`config.mk`:
```
export PLATFORM = sky130hd
export DESIGN_NAME = mem_port_arbiter
export DESIGN_NICKNAME = d
export VERILOG_FILES = /design/src/rtl/mem_arb_pkg.sv /design/src/rtl/arb_rr2.sv /design/src/rtl/mem_port_arbiter.sv
export SDC_FILE = /design/constraint.sdc
export NUM_CORES = 1
export LEC_CHECK = 0
export BUFFER_PORTS_ARGS = -buffer_cell sky130_fd_sc_hd__clkbuf_2
export CAP_MARGIN = 40
export CORE_ASPECT_RATIO = 0.6
export CORE_UTILIZATION = 48
export DETAILED_ROUTE_END_ITERATION = 7
export PLACE_DENSITY_LB_ADDON = 0.2
export SETUP_SLACK_MARGIN = 0.2
export SLEW_MARGIN = 20
export SYNTH_ARGS = -nofsm -noshare
export SYNTH_HDL_FRONTEND = slang
export SYNTH_HIERARCHICAL = 1
export SYNTH_SLANG_ARGS = --single-unit
```
`constraint.sdc`:
```
create_clock -name clk -period 4.4 [get_ports clk]
set_clock_uncertainty 0.2 [all_clocks]
set_input_delay 0.22 -clock clk [delete_from_list [all_inputs] [get_ports clk]]
set_output_delay 0.22 -clock clk [all_outputs]
set_load 0.1 [all_outputs]
```
`src/rtl/mem_arb_pkg.sv`:
```
`default_nettype none
// ============================================================================
// Module      : mem_arb_pkg
// Description : Shared types and constants for the unified-memory port
//               arbiter (FSM state encoding, requester IDs, latency
//               counter width).
// Revision    : 1.0 - initial release
// ============================================================================
package mem_arb_pkg;

    // Arbiter FSM states, 3-bit encoding.
    typedef enum logic [2:0] {
        IDLE  = 3'd0,
        ISSUE = 3'd1,
        WAIT  = 3'd2,
        CAPT  = 3'd3,
        RESP  = 3'd4
    } arb_state_e;

    // Requester identifiers; also the bit index into the request vector.
    localparam logic REQ_CPU = 1'b0;
    localparam logic REQ_LD  = 1'b1;

    // Width of the read-latency counter (holds RD_LAT-1, RD_LAT <= 4).
    localparam int CNT_W = 2;

endpackage : mem_arb_pkg
`default_nettype wire

```
`src/rtl/arb_rr2.sv`:
```
`default_nettype none
// ============================================================================
// Module      : arb_rr2
// Description : Combinational 2-way round-robin picker. When both requests
//               are present the requester that was not granted last wins.
// Ports       : req[1:0]  - request vector, indexed by requester ID
//               last      - ID of the most recently granted requester
//               gnt_valid - at least one request present
//               gnt_id    - ID of the selected requester
// Revision    : 1.0 - initial release
// ============================================================================
module arb_rr2
    import mem_arb_pkg::*;
(
    input  logic [1:0] req,
    input  logic       last,
    output logic       gnt_valid,
    output logic       gnt_id
);

    always_comb begin
        gnt_valid = |req;
        if (req == 2'b11) begin
            gnt_id = ~last;
        end else begin
            // Single (or no) request: pick whichever one is present.
            gnt_id = req[REQ_LD];
        end
    end

endmodule : arb_rr2
`default_nettype wire

```
`src/rtl/mem_port_arbiter.sv`:
```
`default_nettype none
// ============================================================================
// Module      : mem_port_arbiter
// Description : Shares the unified instruction/data memory between the CPU
//               and the program loader. 2-way round-robin arbitration; in
//               boot mode (ld_boot=1) only the loader can be granted.
//               One access in flight at a time: IDLE -> ISSUE -> [WAIT] ->
//               CAPT -> RESP for reads, IDLE -> ISSUE -> RESP for writes.
// Ports       : clk, reset (async, active-low)
//               cpu_req/we/adr/wd -> cpu_rdy (1-cycle pulse), cpu_rd
//               ld_req/we/adr/wd  -> ld_rdy  (1-cycle pulse), ld_rd
//               ld_boot           -  loader-exclusive mode
//               mem_en/we/adr/wd  -> memory macro, mem_rd <- memory macro
//               busy              -  arbiter not in IDLE
// Revision    : 1.0 - initial release
// ============================================================================
module mem_port_arbiter
    import mem_arb_pkg::*;
#(
    parameter int AW     = 32,
    parameter int DW     = 32,
    parameter int RD_LAT = 1
)(
    input  logic          clk,
    input  logic          reset,
    input  logic          cpu_req,
    input  logic          cpu_we,
    input  logic [AW-1:0] cpu_adr,
    input  logic [DW-1:0] cpu_wd,
    output logic          cpu_rdy,
    output logic [DW-1:0] cpu_rd,
    input  logic          ld_req,
    input  logic          ld_we,
    input  logic [AW-1:0] ld_adr,
    input  logic [DW-1:0] ld_wd,
    output logic          ld_rdy,
    output logic [DW-1:0] ld_rd,
    input  logic          ld_boot,
    output logic          mem_en,
    output logic          mem_we,
    output logic [AW-1:0] mem_adr,
    output logic [DW-1:0] mem_wd,
    input  logic [DW-1:0] mem_rd,
    output logic          busy
);

    localparam logic [CNT_W-1:0] WAIT_LOAD = CNT_W'(RD_LAT - 1);

    arb_state_e       state_q,   state_d;
    logic [CNT_W-1:0] cnt_q,     cnt_d;
    logic             gnt_q,     gnt_d;
    logic             last_q,    last_d;
    logic             mem_en_q,  mem_en_d;
    logic             mem_we_q,  mem_we_d;
    logic [AW-1:0]    mem_adr_q, mem_adr_d;
    logic [DW-1:0]    mem_wd_q,  mem_wd_d;
    logic [DW-1:0]    cpu_rd_q,  cpu_rd_d;
    logic [DW-1:0]    ld_rd_q,   ld_rd_d;

    logic [1:0]       w_elig;
    logic             w_gnt_valid;
    logic             w_gnt_id;

    // Boot mode removes the CPU from the eligible set; an already granted
    // CPU access is unaffected because the grant lives in gnt_q.
    assign w_elig[REQ_CPU] = cpu_req & ~ld_boot;
    assign w_elig[REQ_LD]  = ld_req;

    arb_rr2 u_arb_rr2 (
        .req       (w_elig),
        .last      (last_q),
        .gnt_valid (w_gnt_valid),
        .gnt_id    (w_gnt_id)
    );

    always_comb begin
        state_d   = state_q;
        cnt_d     = cnt_q;
        gnt_d     = gnt_q;
        last_d    = last_q;
        cpu_rd_d  = cpu_rd_q;
        ld_rd_d   = ld_rd_q;
        // The memory-side registers are loaded only on the IDLE->ISSUE
        // transition, so they read as zero in every state except ISSUE.
        mem_en_d  = 1'b0;
        mem_we_d  = 1'b0;
        mem_adr_d = '0;
        mem_wd_d  = '0;

        case (state_q)
            IDLE: begin
                if (w_gnt_valid) begin
                    gnt_d    = w_gnt_id;
                    mem_en_d = 1'b1;
                    if (w_gnt_id == REQ_LD) begin
                        mem_we_d  = ld_we;
                        mem_adr_d = ld_adr;
                        mem_wd_d  = ld_wd;
                    end else begin
                        mem_we_d  = cpu_we;
                        mem_adr_d = cpu_adr;
                        mem_wd_d  = cpu_wd;
                    end
                    state_d = ISSUE;
                end
            end
            ISSUE: begin
                last_d = gnt_q;
                if (mem_we_q) begin
                    state_d = RESP;
                end else if (RD_LAT == 1) begin
                    state_d = CAPT;
                end else begin
                    cnt_d   = WAIT_LOAD;
                    state_d = WAIT;
                end
            end
            WAIT: begin
                // The counter reaches zero on the transition into CAPT,
                // giving RD_LAT-1 cycles in WAIT.
                cnt_d = cnt_q - 1'b1;
                if (cnt_q <= 1) begin
                    state_d = CAPT;
                end
            end
            CAPT: begin
                if (gnt_q == REQ_LD) begin
                    ld_rd_d = mem_rd;
                end else begin
                    cpu_rd_d = mem_rd;
                end
                state_d = RESP;
            end
            RESP: begin
                state_d = IDLE;
            end
            default: begin
                state_d = IDLE;
            end
        endcase
    end

    always_ff @(posedge clk or negedge reset) begin
        if (!reset) begin
            state_q   <= IDLE;
            cnt_q     <= '0;
            gnt_q     <= REQ_CPU;
            last_q    <= REQ_LD;
            mem_en_q  <= 1'b0;
            mem_we_q  <= 1'b0;
            mem_adr_q <= '0;
            mem_wd_q  <= '0;
            cpu_rd_q  <= '0;
            ld_rd_q   <= '0;
        end else begin
            state_q   <= state_d;
            cnt_q     <= cnt_d;
            gnt_q     <= gnt_d;
            last_q    <= last_d;
            mem_en_q  <= mem_en_d;
            mem_we_q  <= mem_we_d;
            mem_adr_q <= mem_adr_d;
            mem_wd_q  <= mem_wd_d;
            cpu_rd_q  <= cpu_rd_d;
            ld_rd_q   <= ld_rd_d;
        end
    end

    assign mem_en  = mem_en_q;
    assign mem_we  = mem_we_q;
    assign mem_adr = mem_adr_q;
    assign mem_wd  = mem_wd_q;
    assign cpu_rd  = cpu_rd_q;
    assign ld_rd   = ld_rd_q;
    assign cpu_rdy = (state_q == RESP) && (gnt_q == REQ_CPU);
    assign ld_rdy  = (state_q == RESP) && (gnt_q == REQ_LD);
    assign busy    = (state_q != IDLE);

endmodule : mem_port_arbiter
`default_nettype wire

```
After elaboration in Yosys (flattened, before gate mapping)
Cells that the tools add are included.

storage, ports and cells
  word-level logic and storage cells = 48
  output and inout bits = 133
  register bits after elaboration = 137

operators by class
  eq/ne operators = 7
  $add $sub $neg = 1
  multiplexer cells = 16
  order comparisons = 1
  bitwise operators = 4
  reduce and logical (&&, ||, !) cells = 9

operators with widths
  kind                                                             number
  two-way mux 32 bit                                               6
  one-hot mux 3 bit (4 select lines)                               1
  two-way mux 3 bit                                                3
  AND reduction 2 bit                                              4
  equality test 3 x 2 -> 1 bit (second input constant)             2
  two-way mux 1 bit                                                6
  equality test 3 x 1 -> 1 bit (second input constant)             1
  equality test 3 bit (second input constant)                      1
  logical NOT 3 bit                                                1
  inverter 1 bit                                                   3
  nonzero test 3 bit                                               1
  equality test 2 bit (second input constant)                      1
  less-or-equal comparator 2 x 1 -> 1 bit (second input constant)  1
  logical AND 1 bit                                                2
  != test 2 x 1 -> 1 bit (second input constant)                   1
  != test 2 bit (second input constant)                            1
  OR reduction 2 bit                                               1
  subtractor 2 x 1 -> 2 bit (second input constant)                1
  bitwise AND 1 bit                                                1

Logic depth before layout (Yosys ltp)
Gate-level depths: netlist of run 1.

  depth in word-level cells = 7
  gate-level depth with buffers = 7
  gate-level depth less buffers = 4

By module
Netlist of run 1, hierarchy kept.

by module, submodules not included
  module            area each (sq um)  sequential area each (sq um)  times used  cells each
  mem_port_arbiter  5415.2             3429.5                        1           382
  arb_rr2           13.8               0.0                           1           2

Worst setup path before layout of run 1
No wires, ideal clock.

  kind = register -> output
  start = register state_q[0]
  end = output port cpu_rdy
  arrival = 3.720 ns
  slack = 0.260 ns
  data required time = 3.980 ns
  stages on the path, launching flop included = 3
  path buffers = 1
  cells stage by stage = dfrtp_1 -> clkbuf_1 -> nor4b_1

between the ends
  cells in the longest elaborated chain, start to end = 2

ends and longest elaborated chain
  what                      RTL line                 text
  start: declaration        mem_port_arbiter.sv:49   arb_state_e state_q, state_d;
  start signal: assignment  mem_port_arbiter.sv:156  state_q <= state_d;
  equality test 3 bit       mem_port_arbiter.sv:175  assign cpu_rdy = (state_q == RESP) && (gnt_q == REQ_CPU);
  logical AND 1 bit         mem_port_arbiter.sv:175
  end: declaration          mem_port_arbiter.sv:30   output logic cpu_rdy,

No other way between the ends.

Worst setup path after layout of run 1
  start = register last_q
  end = register mem_adr_q[0] (netlist: mem_adr[0])

between the ends
  cells in the longest elaborated chain, start to end = 5

ends and longest elaborated chain
  what                      RTL line                 text
  start: declaration        mem_port_arbiter.sv:52   logic last_q, last_d;
  start signal: assignment  mem_port_arbiter.sv:159  last_q <= last_d;
  inverter 1 bit            arb_rr2.sv:24            gnt_id = ~last;
  two-way mux 1 bit         arb_rr2.sv:23            if (req == 2'b11) begin
  net w_gnt_id              mem_port_arbiter.sv:62   logic w_gnt_id;
  two-way mux 32 bit        mem_port_arbiter.sv:95   if (w_gnt_id == REQ_LD) begin
  two-way mux 32 bit        mem_port_arbiter.sv:92   if (w_gnt_valid) begin
  two-way mux 32 bit        mem_port_arbiter.sv:90   case (state_q)
  net mem_adr_d[0]          mem_port_arbiter.sv:55   logic [AW-1:0] mem_adr_q, mem_adr_d;
  end signal: assignment    mem_port_arbiter.sv:162  mem_adr_q <= mem_adr_d;
  end: declaration          mem_port_arbiter.sv:55

The timed path passes the listed nets, and every way through them passes these cells.
A chain may end at the register's enable or synchronous reset.

==> summary.txt, run 1 <==
status - finished, final reports clean
Total Routing Usage GR - 0.336
sequential area share after synthesis - 0.632
# setup viols final - 0
clock insertion delay at the later pin of the skew report - 0.40 ns
Setup Fix Bufs, Post-CTS - 0
Avg Cell Area, Syn - 14.1 um2
Netlist cell types - 29
layout cell share with drive strength beyond 1 - 0.469
TritonCTS clock tree - done
fill cell count - 502
vias in the first global route - 5,744
Final Critical Period - 2.82 ns
TritonCTS Buffers - 17
core region area - 10,800 um2
TritonRoute pass-1 iters - 5
Nets - 1,014
Worst Path Max Fanout - 30
DR vias/cell - 5.14
initial drt markers - 252
YS warnings - 6
Antenna Nets Post-Route - 0
Min Hold Slack - 0.00358 ns
initial antenna violation count - 1
# H-tree levels - 4
die height - 84.4 um
first-pass GRT wire length - 29,800 um
post-synth net total - 552
Post-Route WL - 19,400 um
CTS clk-pin slew, worst paths - 0.06 ns
detailed-route DRC error count - 0
num ports - 300
commonest non-fill, non-tap cell in the layout - clkbuf_2
unrepaired setup endpoints after global routing - no
number of port buffers - 299
Yosys reg bits - 137
critical path data arrival time - 2.87 ns
Slew @ Worst Pin - 0.723 ns
Area Overhead vs Synth - 71.4%
Syn Inst Count - 384
CP Class - reg2reg
clk sinks - 137
Initial Utilization - 0.504
CP endpoint kind - flip-flop
MaxCap Viol Count - 0
largest net degree at the start of global routing - 97
most frequent cells in the layout - clkbuf_2, dlygate4sd3_1, dfrtp_1, nor2_1, mux2i_1
Hold Crit Class - in2async
root buffer cell - clkbuf_16
final period utilization - 0.642
fmax - 354 MHz
total number of vias - 5,131
Rel. slew slack - 0.518
full die area - 11,800 um2
crit path launch type - flip-flop
setup_tns - 0 ns
Final Max Tran Viols - 0
gpl congestion - 0.784
count of final hold-check violations - 0
Post-DP HPWL - 9950 um
DR WL/cell - 19.4 um
GRT overflow - 0
row count - 29
CP Data Required Time - 4.44 ns
Post-Syn Area - 5430 um2
Longest Clk Path Bufs - 2
die width - 139 um
==> Yosys cell counts (all sizes together) <==
master	n	area, um2
nor4bb	2	20.0
ha	1	12.5
or3b	1	8.76
nand2b	1	6.26
a21oi	1	5.00
nor2	67	251
nor2b	1	6.26
inv	2	7.51
or4b	1	10.0
and3b	1	8.76
dfrtp	136	3400
nor4b	1	8.76
buf	20	145
xor2	1	8.76
mux2i	65	651
mux2	67	754
or2	2	12.5
a21boi	1	7.51
clkbuf	6	22.5
dfstp	1	26.3
o32ai	1	8.76
nor3b	3	22.5
or3	1	6.26
nand4b	1	15.0
==> registers in the layout, summed over array words and instances (netlist names) <==
signal and count:
mem_adr 32, mem_en 1, gnt_q 1, mem_wd 32, cpu_rd 32, last_q 1, mem_we 1, cnt_q 2
state_q 3, ld_rd 32
==> worst max-delay path, cell delays in order (launching register included) <==
cell	delay [ns]
dfstp_2	0.38
a21boi_4	0.53
buf_4	0.56
mux2i_1	0.31
dlygate4sd3_1	0.59
nor2_1	0.06
==> per-stage QoR <==
stage / utilization / worst slack [ns] / cells / area (um2)
6_report: 0.863 / 1.58 / 999 / 9300
5_1_grt: 0.863 / 1.52 / 999 / 9300
4_1_cts: 0.860 / 1.75 / 997 / 9270
3_5_place_dp: 0.652 / 2.14 / 802 / 7030
3_3_place_gp: 0.650 / 1.97 / 801 / 7000
2_1_floorplan: - / 0.260 / 384 / 5430
==> final timing paths <==
kind / startpoint / depth (start not counted) / slack (ns) / to
worst max-delay path: last_q$_DFFE_PN1N_ / 5 / 1.58 / mem_adr[0]$_DFF_PN0_
min in group clk: ld_req / 4 / 0.22 / state_q[0]$_DFFE_PN0P_
worst min-delay path: reset / 2 / 0.004 / mem_adr[12]$_DFF_PN0_
worst max register to register: last_q$_DFFE_PN1N_ / 5 / 1.58 / mem_adr[0]$_DFF_PN0_
max in group asynchronous: reset / 4 / 2.82 / cpu_rd[24]$_DFFE_PN0P_
worst min register to register: cnt_q[0]$_DFFE_PN0N_ / 1 / 0.28 / cnt_q[0]$_DFFE_PN0N_
==> kinds of logic (layout without fill, tap and decap cells) <==
kind of cell | count (synthesis) | in the layout | synth area share
flip-flops | 137 | 137 | 0.632
multiplexers | 132 | 132 | 0.259
AND/OR/NAND/NOR | 82 | 82 | 0.0694
buffers and inverters | 28 | 503 | 0.0323
AO/OA/AOI/OAI | 3 | 3 | 0.00392
adder cells (fa/ha/maj) | 1 | 1 | 0.00230
XOR/XNOR | 1 | 1 | 0.00161
other | 0 | 1 | 0
==> layout make-up <==
type	instances	area (um2)	share of cell area
Tap cell	139	174	0.0187
Clock buffer	18	439	0.0472
Timing Repair Buffer	469	3230	0.347
Sequential cell	137	3430	0.369
Clock inverter	14	173	0.0186
Inverter	2	7.51	0.000807
Antenna cell	1	2.50	0.000269
Multi-Input combinational cell	219	1850	0.199
==> what timing repair did <==
item | 4_1_cts | 5_1_grt
resized for setup | 0 | 0
hold buffers | 163 | 0
endpoints found under the hold margin | 223 | 0
endpoints found under the setup margin | 0 | 0
==> per-layer routing <==
metal	track usage	vias to the layer above	wire, um
li1	-	2245	-
met1	0.361	2524	6950
met2	0.612	278	10200
met3	0.0787	84	1190
met4	0.196	0	1070
met5	0	-	0
Power of run 1 is not shown: default switching activity piles up to over one toggle a cycle in this logic, so the estimate is an artifact.
==> run 2, diff against run 1 <==
--- a/config.mk
+++ b/config.mk
@@ -8,7 +8,7 @@
 export BUFFER_PORTS_ARGS = -buffer_cell sky130_fd_sc_hd__clkbuf_2
 export CAP_MARGIN = 40
 export CORE_ASPECT_RATIO = 0.6
-export CORE_UTILIZATION = 48
+export CORE_UTILIZATION = 44
 export DETAILED_ROUTE_END_ITERATION = 7
 export PLACE_DENSITY_LB_ADDON = 0.2
 export SETUP_SLACK_MARGIN = 0.2
==> constraint.sdc (replaced) <==
create_clock -name clk -period 2.84 [get_ports clk]
set_clock_uncertainty 0.2 [all_clocks]
set_input_delay 0.142 -clock clk [delete_from_list [all_inputs] [get_ports clk]]
set_output_delay 0.142 -clock clk [all_outputs]
set_load 0.1 [all_outputs]
==> summary.txt, run 2 (synthesis gave the netlist of run 1 again) <==
status - finished, final reports clean
Longest Clk Path Bufs - 2
Final Core Density - 0.781
clk sinks - 137
Post-CTS Resized - 0
DR WL/cell - 16.7 um
fmax - 403 MHz
Setup Fix Bufs, Post-CTS - 0
Nets - 1,015
commonest non-fill, non-tap cell in the layout - clkbuf_2
GRT overflow - 0
Worst Setup SP - last_q$_DFFE_PN1N_
Final Max Tran Viols - 0
critical path depth - 5
full die area - 12,800 um2
initial antenna violation count - 1
Worst Path Buf+Inv - 2
CP Data Required Time - 2.91 ns
FF-to-FF Start - last_q$_DFFE_PN1N_
critical path data arrival time - 2.55 ns
CTS clk-pin slew, worst paths - 0.07 ns
# H-tree levels - 4
largest net degree at the start of global routing - 57
row count - 31
RR Endpoint - mem_adr[10]$_DFF_PN0_
CP endpoint kind - flip-flop
Total Routing Usage GR - 0.271
Initial Utilization - 0.452
crit path launch type - flip-flop
CP Class - reg2reg
final period utilization - 0.874
Worst Path Max Fanout - 34
crit-path leading delay family - buffers and inverters
CP Cell Sequence - a21boi_4 > buf_12 > mux2i_1 > dlygate4sd3_1 > nor2_1
core region area - 12,000 um2
Post-DP HPWL - 9970 um
initial drt markers - 154
Non-Filler Instances - 1,026
layout cell share with drive strength beyond 1 - 0.472
# setup viols final - 0
Cell Count Post-Placement - 830
Hold Crit Class - in2async
Final Critical Period - 2.48 ns
clock insertion delay at the later pin of the skew report - 0.40 ns
Antenna Nets Post-Route - 0
MaxCap Viol Count - 0
root buffer cell - clkbuf_16
detailed-route DRC error count - 0
vias in the first global route - 5,207
gpl congestion - 0.781
num ports - 300
unrepaired setup endpoints after global routing - no
Area Overhead vs Synth - 73.1%
most frequent cells in the layout - clkbuf_2, dlygate4sd3_1, dfrtp_1, nor2_1, mux2i_1
r2r setup slk - 0.36 ns
TritonCTS Buffers - 17
die width - 145 um
Rel. slew slack - 0.569
DR vias/cell - 4.75
R2R depth - 5
Slew @ Worst Pin - 0.645 ns
TritonRoute pass-1 iters - 4
number of port buffers - 299
total number of vias - 4,870
Post-Route WL - 17,200 um
die height - 88.0 um
slowest stage delay, CP - 0.57 ns
first-pass GRT wire length - 26,300 um
TritonCTS clock tree - done
setup_tns - 0 ns
count of final hold-check violations - 0
crit path max-delay cell type - dlygate4sd3_1
run 2: changes by cell type in the layout (fill, tap and decap cells not counted), moves of 2 or more:
cell / delta
buf_16: -2
clkinv_4: -3
inv_6: +6
buf_12: +3
clkinv_2: -3
run 2: cell type report:
cell class	instances	area (um2)
sequential	137	3430
timing repair buffer	470	3230
fill	700	2630
multi-input combinational	219	1870
clock buffer	18	439
clock inverter	14	206
tap	165	206
inverter	2	7.51
antenna	1	2.50
run 2: how the worst max path moves through the flow:
stage and to:
6_report mem_adr[10]$_DFF_PN0_, 4_1_cts mem_adr[1]$_DFF_PN0_, 5_1_grt mem_adr[10]$_DFF_PN0_, 3_3_place_gp gnt_q$_DFFE_PN0P_, 3_5_place_dp gnt_q$_DFFE_PN0P_, 2_1_floorplan cpu_rdy
run 2: per-stage QoR:
| step | worst slack, ns | hold slack, ns | area, um2 |
|---|---|---|---|
| 3_5_place_dp | 0.707 | -0.0707 | 7120 |
| 4_1_cts | 0.407 | 0.0689 | 9390 |
| 3_3_place_gp | 0.727 | -0.0793 | 7120 |
| 6_report | 0.358 | 0.0605 | 9400 |
| 2_1_floorplan | 0.151 | -0.354 | 5450 |
| 5_1_grt | 0.272 | 0.127 | 9400 |
run 2: worst reg2reg max path: cells and delay by family (launching register included):
kind                   cells  cell delay, ns
AOI/OAI and AO/OA          1            0.53
buffers and inverters      2            0.91
DFF                        1            0.38
muxes                      1            0.29
and+or+nand+nor            1            0.05
run 2: layer usage:
| metal | wire length [um] | track usage | part of all wire | vias to the layer above |
|---|---|---|---|---|
| met2 | 9100 | 0.491 | 0.53 | 200 |
| met4 | 533 | 0.140 | 0.031 | 0 |
| met5 | 0 | 0 | 0 | - |
| li1 | - | - | - | 2246 |
| met1 | 6580 | 0.304 | 0.38 | 2376 |
| met3 | 966 | 0.0688 | 0.056 | 48 |
run 2: repair_timing:
action	in CTS	in global routing
endpoints found under the hold margin	235	0
setup endpoints to repair	0	0
hold buffers	163	0
Power of run 2 is left out for the same reason.
